[config.mk]
export PLATFORM = sky130hd
export DESIGN_NAME = cm3_matrix_input_hold
export DESIGN_NICKNAME = d
export VERILOG_FILES = /design/src/rtl/cm3_matrix_input_hold.sv
export SDC_FILE = /design/constraint.sdc
export NUM_CORES = 1
export LEC_CHECK = 0
export ABC_AREA = 1
export ABC_CLOCK_PERIOD_IN_PS = 1300
export CAP_MARGIN = 30
export CORE_UTILIZATION = 38
export CTS_CLUSTER_DIAMETER = 200
export DETAILED_ROUTE_END_ITERATION = 6
export HOLD_SLACK_MARGIN = 0.08
export PLACE_DENSITY = 0.82
export SLEW_MARGIN = 20
export SYNTH_ARGS = -nofsm -noshare
export SYNTH_HDL_FRONTEND = slang
export SYNTH_SLANG_ARGS = --single-unit
[constraint.sdc]
create_clock -name HCLK -period 1.3 [get_ports HCLK]
set_input_delay 0.325 -clock HCLK [delete_from_list [all_inputs] [get_ports HCLK]]
set_output_delay 0.325 -clock HCLK [all_outputs]
set_load 0.01 [all_outputs]
[src/rtl/cm3_matrix_input_hold.sv]
// cm3_matrix_input_hold
// AHB bus-matrix input stage placed in front of a slave-port address decoder.
// A transfer is forwarded live when the decoder grants the output stage;
// otherwise its address phase is captured and the master is stalled until
// the output stage accepts it.

module cm3_matrix_input_hold #(
  parameter int ADDR_W = 32,
  parameter int USER_W = 32
) (
  input  logic              HCLK,
  input  logic              HRESETn,
  input  logic              HSELS,
  input  logic [ADDR_W-1:0] HADDRS,
  input  logic [1:0]        HTRANSS,
  input  logic              HWRITES,
  input  logic              HMASTLOCKS,
  input  logic [2:0]        HSIZES,
  input  logic [2:0]        HBURSTS,
  input  logic [3:0]        HPROTS,
  input  logic [USER_W-1:0] HAUSERS,
  input  logic              HREADYS,
  input  logic              active_dec,
  input  logic              readyout_dec,
  input  logic [1:0]        resp_dec,
  output logic              sel_op,
  output logic [ADDR_W-1:0] addr_op,
  output logic [1:0]        trans_op,
  output logic              write_op,
  output logic              mastlock_op,
  output logic [2:0]        size_op,
  output logic [2:0]        burst_op,
  output logic [3:0]        prot_op,
  output logic [USER_W-1:0] auser_op,
  output logic              ready_op,
  output logic              held_tran_op,
  output logic              HREADYOUTS,
  output logic [1:0]        HRESPS
);

  typedef enum logic [1:0] {
    ST_IDLE = 2'b00,
    ST_HELD = 2'b01,
    ST_DATA = 2'b10
  } state_t;

  state_t              state_q, state_d;
  logic [ADDR_W-1:0]   addr_q, addr_d;
  logic [1:0]          trans_q, trans_d;
  logic                write_q, write_d;
  logic                mastlock_q, mastlock_d;
  logic [2:0]          size_q, size_d;
  logic [2:0]          burst_q, burst_d;
  logic [3:0]          prot_q, prot_d;
  logic [USER_W-1:0]   auser_q, auser_d;

  logic trans_req;
  logic issue;
  logic load;

  assign trans_req = HSELS & HTRANSS[1];
  assign issue     = trans_req & active_dec;
  assign load      = trans_req & ~active_dec;

  // Next-state and hold-register capture; the hold register only loads when a
  // completed master address phase cannot be granted to the output stage.
  always_comb begin
    state_d    = state_q;
    addr_d     = addr_q;
    trans_d    = trans_q;
    write_d    = write_q;
    mastlock_d = mastlock_q;
    size_d     = size_q;
    burst_d    = burst_q;
    prot_d     = prot_q;
    auser_d    = auser_q;
    case (state_q)
      ST_IDLE, ST_DATA: begin
        if (HREADYS) begin
          if (issue) begin
            state_d = ST_DATA;
          end else if (load) begin
            state_d    = ST_HELD;
            addr_d     = HADDRS;
            trans_d    = HTRANSS;
            write_d    = HWRITES;
            mastlock_d = HMASTLOCKS;
            size_d     = HSIZES;
            burst_d    = HBURSTS;
            prot_d     = HPROTS;
            auser_d    = HAUSERS;
          end else begin
            state_d = ST_IDLE;
          end
        end
      end
      ST_HELD: begin
        if (active_dec) begin
          state_d = ST_DATA;
        end
      end
      default: begin
        state_d = ST_IDLE;
      end
    endcase
  end

  // State and hold register; reset discards any held transfer.
  always_ff @(posedge HCLK) begin
    if (!HRESETn) begin
      state_q    <= ST_IDLE;
      addr_q     <= '0;
      trans_q    <= '0;
      write_q    <= 1'b0;
      mastlock_q <= 1'b0;
      size_q     <= '0;
      burst_q    <= '0;
      prot_q     <= '0;
      auser_q    <= '0;
    end else begin
      state_q    <= state_d;
      addr_q     <= addr_d;
      trans_q    <= trans_d;
      write_q    <= write_d;
      mastlock_q <= mastlock_d;
      size_q     <= size_d;
      burst_q    <= burst_d;
      prot_q     <= prot_d;
      auser_q    <= auser_d;
    end
  end

  // Forwarding mux to the decoder and response path back to the master.
  always_comb begin
    sel_op       = HSELS;
    addr_op      = HADDRS;
    trans_op     = HSELS ? HTRANSS : 2'b00;
    write_op     = HWRITES;
    mastlock_op  = HMASTLOCKS;
    size_op      = HSIZES;
    burst_op     = HBURSTS;
    prot_op      = HPROTS;
    auser_op     = HAUSERS;
    ready_op     = HREADYS;
    held_tran_op = 1'b0;
    HREADYOUTS   = 1'b1;
    HRESPS       = 2'b00;
    case (state_q)
      ST_HELD: begin
        sel_op       = 1'b1;
        addr_op      = addr_q;
        trans_op     = trans_q;
        write_op     = write_q;
        mastlock_op  = mastlock_q;
        size_op      = size_q;
        burst_op     = burst_q;
        prot_op      = prot_q;
        auser_op     = auser_q;
        ready_op     = 1'b1;
        held_tran_op = 1'b1;
        HREADYOUTS   = 1'b0;
      end
      ST_DATA: begin
        HREADYOUTS = readyout_dec;
        HRESPS     = resp_dec;
      end
      default: begin
        HREADYOUTS = 1'b1;
      end
    endcase
  end

endmodule
==> results by group, run 1 <==
Run status
  – Outcome: finished with violations
  – Violated checks: setup timing

Worst setup path
  – CP Cell Sequence: inv_2 -> nand2_4 -> buf_6 -> buf_6 -> buf_16 -> nand2_1 -> nand2_1 -> buf_2
  – Reg2Reg Setup Slack: -0.35 ns
  – Origin of the worst setup path: state_q[1]
  – Setup CP Type: reg2out
  – Reg2reg end: auser_q[20]
  – Critical path's slowest cell: dfxtp_2
  – R2R depth: 7
  – Crit path launch type: flip-flop
  – Crit path to: auser_op[19]
  – Crit-path max cell delay: 0.37 ns
  – RR Startpoint: state_q[0]
  – Critical Path AT: ~1.7 ns
  – CP Capture Type: output pin
  – Crit-path max FO: 10
  – Worst Path Required: between 0.9 and 1 ns

Detailed routing
  – Pre-Repair DR Iteration Count: 6
  – Total number of vias: between 6000 and 7000
  – DR vias/cell: approximately 6.3
  – Routed len/inst: 25.5 um
  – WL final: roughly 26000 um
  – Drt initial violations: a little under 800
  – Post-route ant nets: 0
  – DRC Markers: 0

STA
  – Slew margin rel.: 0.750
  – Post-route setup slack: -0.686 ns
  – Max Slew Vio Count: 0
  – Peak Freq: 504 MHz
  – Setup violations, final: approximately 160
  – Clock Skew: about 0.024 ns
  – Final period utilization: 1.53
  – Final Hold Viols: 0
  – Setup_tns: -65.67 ns
  – Min Clock Period, post-route: 1.99 ns
  – RSZ-0062 raised after global routing: true
  – Slew @ Worst Pin: between 0.3 and 0.4 ns

Power
  – LEAKAGE: approximately 3.8 nW
  – Cell-internal power: roughly 0.0044 W
  – Pwr dens: ~730 nW/um^2
  – Final total power: 0.00643 W
  – Reg power frac: 0.399
  – Power share of the clock group: 0.302
  – NetSw: a little over 0.002 W
  – Comb power frac: 0.299
  – Worst VDD drop: about 750 uV
  – Switching portion of total power: 0.323

GRT
  – Largest net degree at the start of global routing: 41
  – Number of global-route vias before repair: ~5000
  – GR Overflow Total: 0
  – First-pass GRT wire length: between 20000 and 25000 um
  – Initial antenna violation count: 0
  – Total track usage: 0.287

Clocking
  – Clock sinks: 80
  – Worst-path clk slew: around 0.08 ns
  – Clock buffer depth: 2
  – TritonCTS Buffers: 9
  – CTS tree: done
  – # hold bufs at CTS: 0
  – H-tree Lvls: 3
  – Clock Root Buffer: clkbuf_8
  – Worst skew pair latency: approximately 0.37 ns

Synthesis
  – Syn. warnings: 0
  – Synth area leader: dfxtp_1
  – Mapped Area: ~4000 sq um
  – Post-Syn Instances: ~630
  – Area fraction of the dominant cell type after synthesis: 0.407
  – Sequential fraction of the synthesis area: 0.407
  – Syn Area/Cell: 6.30 sq um
  – Yosys cell types: 16
  – Syn nets: between 700 and 800
  – FF+latch count, synth: 80
  – Synth top area cells: dfxtp_1 (41%), nand2_1 (30%), a21oi_1 (10%)

Placed design
  – # port buffers: approximately 170
  – Hpwl dp: between 8000 and 9000 um
  – GPL Wtd Cong: slightly below 0.8

Layout
  – Final #Nets: just under 1000
  – Number of diodes: 0
  – Area Overhead vs Synth: 123%
  – Filler cells: ~370
  – Layout cell share with drive strength beyond 1: 0.557

Floorplanning
  – Row count: 36
  – CORE AREA: a little under 10000 sq um
  – I/O pin count: between 150 and 200
  – Die X: roughly 100 um
  – Initial core utilization: 0.397
  – Die area: about 11000 sq um
  – Die height: just over 100 um

Run
  – # Max-Cap Violations: 0

Hold path
  – Worst hold path type: reg2reg
==> what timing repair did <==
action,in CTS,in global routing
gates resized for setup,425,353
endpoints found under the setup margin,163,158
cloned,18,28
pin swaps,12,60
buffers inserted,20,11
==> routing by layer <==
| metal | GRT usage | routed length (um) | vias up | share of wire |
|---|---|---|---|---|
| li1 | - | - | 2526 | - |
| met1 | 0.331 | 8520 | 2992 | 0.33 |
| met2 | 0.503 | 12000 | 660 | 0.46 |
| met3 | 0.0579 | 3010 | 233 | 0.12 |
| met4 | 0.145 | 2400 | 0 | 0.093 |
| met5 | 0 | 0 | - | 0 |
==> cells in the mapped netlist <==
cell        n
inv_2       2
nand2_1   315
dfxtp_1    80
buf_2      23
nor2_1      5
a21oi_1    80
buf_4       4
or2_2       1
nand2_2     2
buf_6       3
o21ai_0     2
inv_1       9
buf_1       3
clkbuf_1   15
nor2_4      2
nand3_1    79
==> cell type report <==
type	count	area, sq um	area share
clock buffers	10	128	0.0145
multi-input cells	488	3370	0.383
clock inverters	5	58.8	0.00669
well taps	133	166	0.0189
inverters	11	51.3	0.00583
flip-flops and latches	80	1610	0.183
repair buffers	291	3410	0.388
==> power groups by stage <==
| stage | clock network (W) | registers (W) | logic (W) |
|---|---|---|---|
| finish | 0.00195 | 0.00257 | 0.00192 |
| global route | 0.00204 | 0.00257 | 0.00197 |
| CTS | 0.00180 | 0.00253 | 0.00137 |
| detailed placement | 0 | 0.00258 | 0.00126 |
| global placement | 0 | 0.00258 | 0.00124 |
| floorplan | 0 | 0.00258 | 0.000460 |
==> stage by stage <==
stage	worst slack [ns]	hold WS, ns	utilization	cells	area [sq um]
4_1_cts	-0.531	0.463	0.693	984	6860
5_1_grt	-0.716	0.489	0.887	1018	8790
3_3_place_gp	-0.589	0.439	0.614	932	6090
2_1_floorplan	0.00666	0.430	-	625	3940
3_5_place_dp	-0.624	0.450	0.614	932	6090
6_report	-0.686	0.478	0.887	1018	8790
==> sequential cells by signal, indices dropped and copies added (netlist names), 2 cells and up <==
name and cells:
addr_q 32, size_q 3, burst_q 3, trans_q 2, state_q 2, prot_q 4, auser_q 32
==> how the worst min path moves through the flow <==
stage | cells after the start | startpoint | slack, ns | endpoint
after floorplan | 2 | trans_q[1] | 0.43 | trans_q[1]
after global placement | 2 | trans_q[1] | 0.44 | trans_q[1]
after detailed placement | 2 | trans_q[1] | 0.45 | trans_q[1]
after CTS | 2 | auser_q[6] | 0.46 | auser_q[6]
after global routing | 2 | auser_q[13] | 0.49 | auser_q[13]
final | 2 | addr_q[9] | 0.48 | addr_q[9]
==> placed cells by master, fill, tap and decap left out, drive strengths merged, types with 4 or more instances in the layout <==
master and n:
nand2 319, buf 185, clkdlybuf4s50 81, dfxtp 80, a21oi 80, nand3 79
clkbuf 29, inv 11, nor2 7, dlygate4sd2 4
==> kinds of logic after synthesis <==
kind of cell | Yosys count | share of synthesized area
buf+inv | 59 | 0.0731
compound gates | 82 | 0.104
flops | 80 | 0.407
simple gates | 404 | 0.416
==> worst max-delay path, delay by kind of cell (launching register included) <==
kind,cells,cell delay (ns)
and+or+nand+nor,3,0.27
DFF,1,0.37
buffers and inverters,5,0.67
Power figures use the tool's default switching activity.
==> inputs of run 2 (changes only) <==
Settings changed: REMOVE_ABC_BUFFERS set to 1.
==> run 2 against run 1 <==
The flow still finishes with violations (setup timing). Worst hold slack gained 0.0042 ns. Flip-flop and latch count is the same. Clock skew shrank 0.012 ns. Combinational power grew 7%. Utilization grew 3.2 points. Worst setup slack lost 0.013 ns. Critical path depth is the same. Sequential share of layout area shrank 0.63 points. Global-route usage grew 6.9 points. Critical endpoint is now addr_op[16]. Wire length grew 4.9%. First-iteration DRC count shrank 16%.
==> results by group, run 2 (synthesis results as in run 1) <==
Run status
  – Outcome: finished with violations
  – Violated checks: setup timing

Worst setup path
  – R2R depth: 10 (+3)
  – Setup CP Type: reg2out
  – Reg2Reg Setup Slack: -0.39 ns (-0.04 ns)
  – Reg2reg end: auser_q[23]
  – RR Startpoint: state_q[0]
  – Critical Path AT: 1.67 ns (about the same)
  – Delay-heaviest family, CP: buffers and inverters
  – Worst Path Required: 0.98 ns (about the same)
  – CP Cell Sequence: inv_4 -> nand2_8 -> clkinv_8 -> buf_12 -> clkbuf_16 -> nand2_2 -> nand2_1 -> buf_2
  – Origin of the worst setup path: state_q[1]
  – Crit-path max cell delay: 0.36 ns (about the same)
  – Crit path launch type: flip-flop
  – Crit. path cell count: 8 (unchanged)
  – Crit-path max FO: 5 (-5)
  – CP Capture Type: output pin
  – WP buf/inv: 5 (unchanged)
  – Critical path's slowest cell: dfxtp_2
  – Crit path to: addr_op[16]

Power
  – LEAKAGE: 3.90 nW (+1.6%)
  – Worst VDD drop: 648 uV (-13%)
  – Pwr dens: 742 nW/um^2 (+1.4%)

STA
  – Post-route setup slack: -0.699 ns (-0.0133 ns)
  – Slew margin rel.: 0.776 (+0.0254)
  – Min Clock Period, post-route: 2.00 ns (+0.0133 ns)
  – Max Slew Vio Count: 0 (unchanged)
  – Setup violations, final: 164 (unchanged)
  – Peak Freq: 500 MHz (-0.66%)
  – RSZ-0062 raised after global routing: true
  – Final period utilization: 1.54 (+0.0102)
  – Clock Skew: 0.0120 ns (-0.0119 ns)
  – Slew @ Worst Pin: 0.335 ns (-0.0392 ns)
  – Final Hold Viols: 0 (unchanged)

Clocking
  – H-tree Lvls: 3 (unchanged)
  – # hold bufs at CTS: 0 (unchanged)
  – Worst-path clk slew: 0.08 ns (about the same)
  – Clock buffer depth: 2 (unchanged)
  – TritonCTS Buffers: 9 (unchanged)
  – Clock Root Buffer: clkbuf_8
  – Worst skew pair latency: 0.38 ns (about the same)
  – CTS tree: done
  – Clock sinks: 80 (unchanged)

Layout
  – Finished Layout Cells: 1009 (-0.88%)
  – Most frequent cells in the layout: nand2_1 (124), nand2_4 (111), clkdlybuf4s50_1 (82)
  – Final core occ: 0.919 (+0.0318)
  – Area Overhead vs Synth: 131%
  – Final #Nets: 959 (-0.83%)
  – Number of diodes: 0 (unchanged)
  – Final non-filler cell area: 9110 sq um (+3.6%)
  – Layout cell share with drive strength beyond 1: 0.618 (+0.0605)
  – Largest regs: addr_q x32, auser_q x32, prot_q x4
  – Commonest non-fill, non-tap cell in the layout: nand2_1

Placed design
  – Inst Count DP: 929 (-0.32%)
  – Hpwl dp: 8340 um (-2.5%)
  – Placement Cell Area: 6050 sq um (-0.60%)
  – GPL Wtd Cong: 0.782 (+0.24%)
  – # port buffers: 169 (unchanged)

Floorplanning
  – Die area: 10800 sq um (unchanged)
  – I/O pin count: 170 (unchanged)
  – Die height: 104 um (unchanged)
  – Die X: 104 um (unchanged)
  – Row count: 36 (unchanged)
  – Initial core utilization: 0.397 (unchanged)
  – CORE AREA: 9910 sq um (unchanged)

GRT
  – Total track usage: 0.355 (+0.0686)
  – Largest net degree at the start of global routing: 41 (unchanged)
  – Number of global-route vias before repair: 5720 (+13%)
  – GR Overflow Total: 0 (unchanged)
  – First-pass GRT wire length: 30100 um (+21%)
  – Initial antenna violation count: 0 (unchanged)

Hold path
  – Worst hold path type: reg2reg

Detailed routing
  – Drt initial violations: 652 (-16%)
  – Pre-Repair DR Iteration Count: 6 (unchanged)
  – Post-route ant nets: 0 (unchanged)
  – Routed len/inst: 26.9 um (+5.9%)
  – WL final: 27200 um (+4.9%)
  – DRC Markers: 0 (unchanged)
  – Total number of vias: 6317 (-1.5%)
  – DR vias/cell: 6.26 (-0.59%)

Run
  – # Max-Cap Violations: 0 (unchanged)
-- run 2: repair_timing --
item / 4_1_cts / 5_1_grt
cloned: 31 / 7
setup buffers: 37 / 13
pin swaps: 65 / 76
gates resized for setup: 536 / 380
endpoints found under the setup margin: 163 / 164
-- run 2: worst reg2reg max path, delay by kind of cell (launching register included) --
family                 cells  cell delay [ns]
AND/OR/NAND/NOR            2             0.21
AO/OA/AOI/OAI              1             0.19
flip-flops                 1             0.38
buffers and inverters      7             0.83
-- run 2: cell type report --
type / instances / area [sq um]
inverter: 11 / 56.3
tap: 133 / 166
timing repair buffer: 284 / 3290
sequential: 80 / 1610
clock inverter: 4 / 70.1
clock buffer: 10 / 138
multi-input combinational: 487 / 3780
fill: 306 / 802
-- run 2: through the flow --
step,hold WS [ns],setup TNS [ns],power [W],setup WS [ns]
2_1_floorplan,0.430,-196.56,0.00299,-1.27
3_3_place_gp,0.441,-78.48,0.00380,-0.618
3_5_place_dp,0.448,-83.02,0.00382,-0.646
4_1_cts,0.459,-51.86,0.00613,-0.510
5_1_grt,0.501,-70.65,0.00690,-0.713
6_report,0.483,-67.83,0.00676,-0.699
-- run 2: power breakdown --
part	internal [W]	total, W	switching (W)
sequential	0.00250	0.00257	0.0000724
combinational	0.00102	0.00206	0.00104
clock	0.00111	0.00213	0.00102
-- run 2: worst min-delay path by stage --
stage | start | end | slack (ns) | cells after the start
6_report | auser_q[28] | auser_q[28] | 0.48 | 2
5_1_grt | addr_q[24] | addr_q[24] | 0.50 | 2
4_1_cts | trans_q[1] | trans_q[1] | 0.46 | 2
3_5_place_dp | trans_q[1] | trans_q[1] | 0.45 | 2
3_3_place_gp | trans_q[1] | trans_q[1] | 0.44 | 2
2_1_floorplan | trans_q[1] | trans_q[1] | 0.43 | 2
-- run 2: metal layers --
layer,GRT usage,vias up,share of wire
met1,0.397,2934,0.33
li1,-,2510,-
met5,0,-,0
met4,0.230,0,0.11
met3,0.0824,251,0.12
met2,0.607,622,0.44
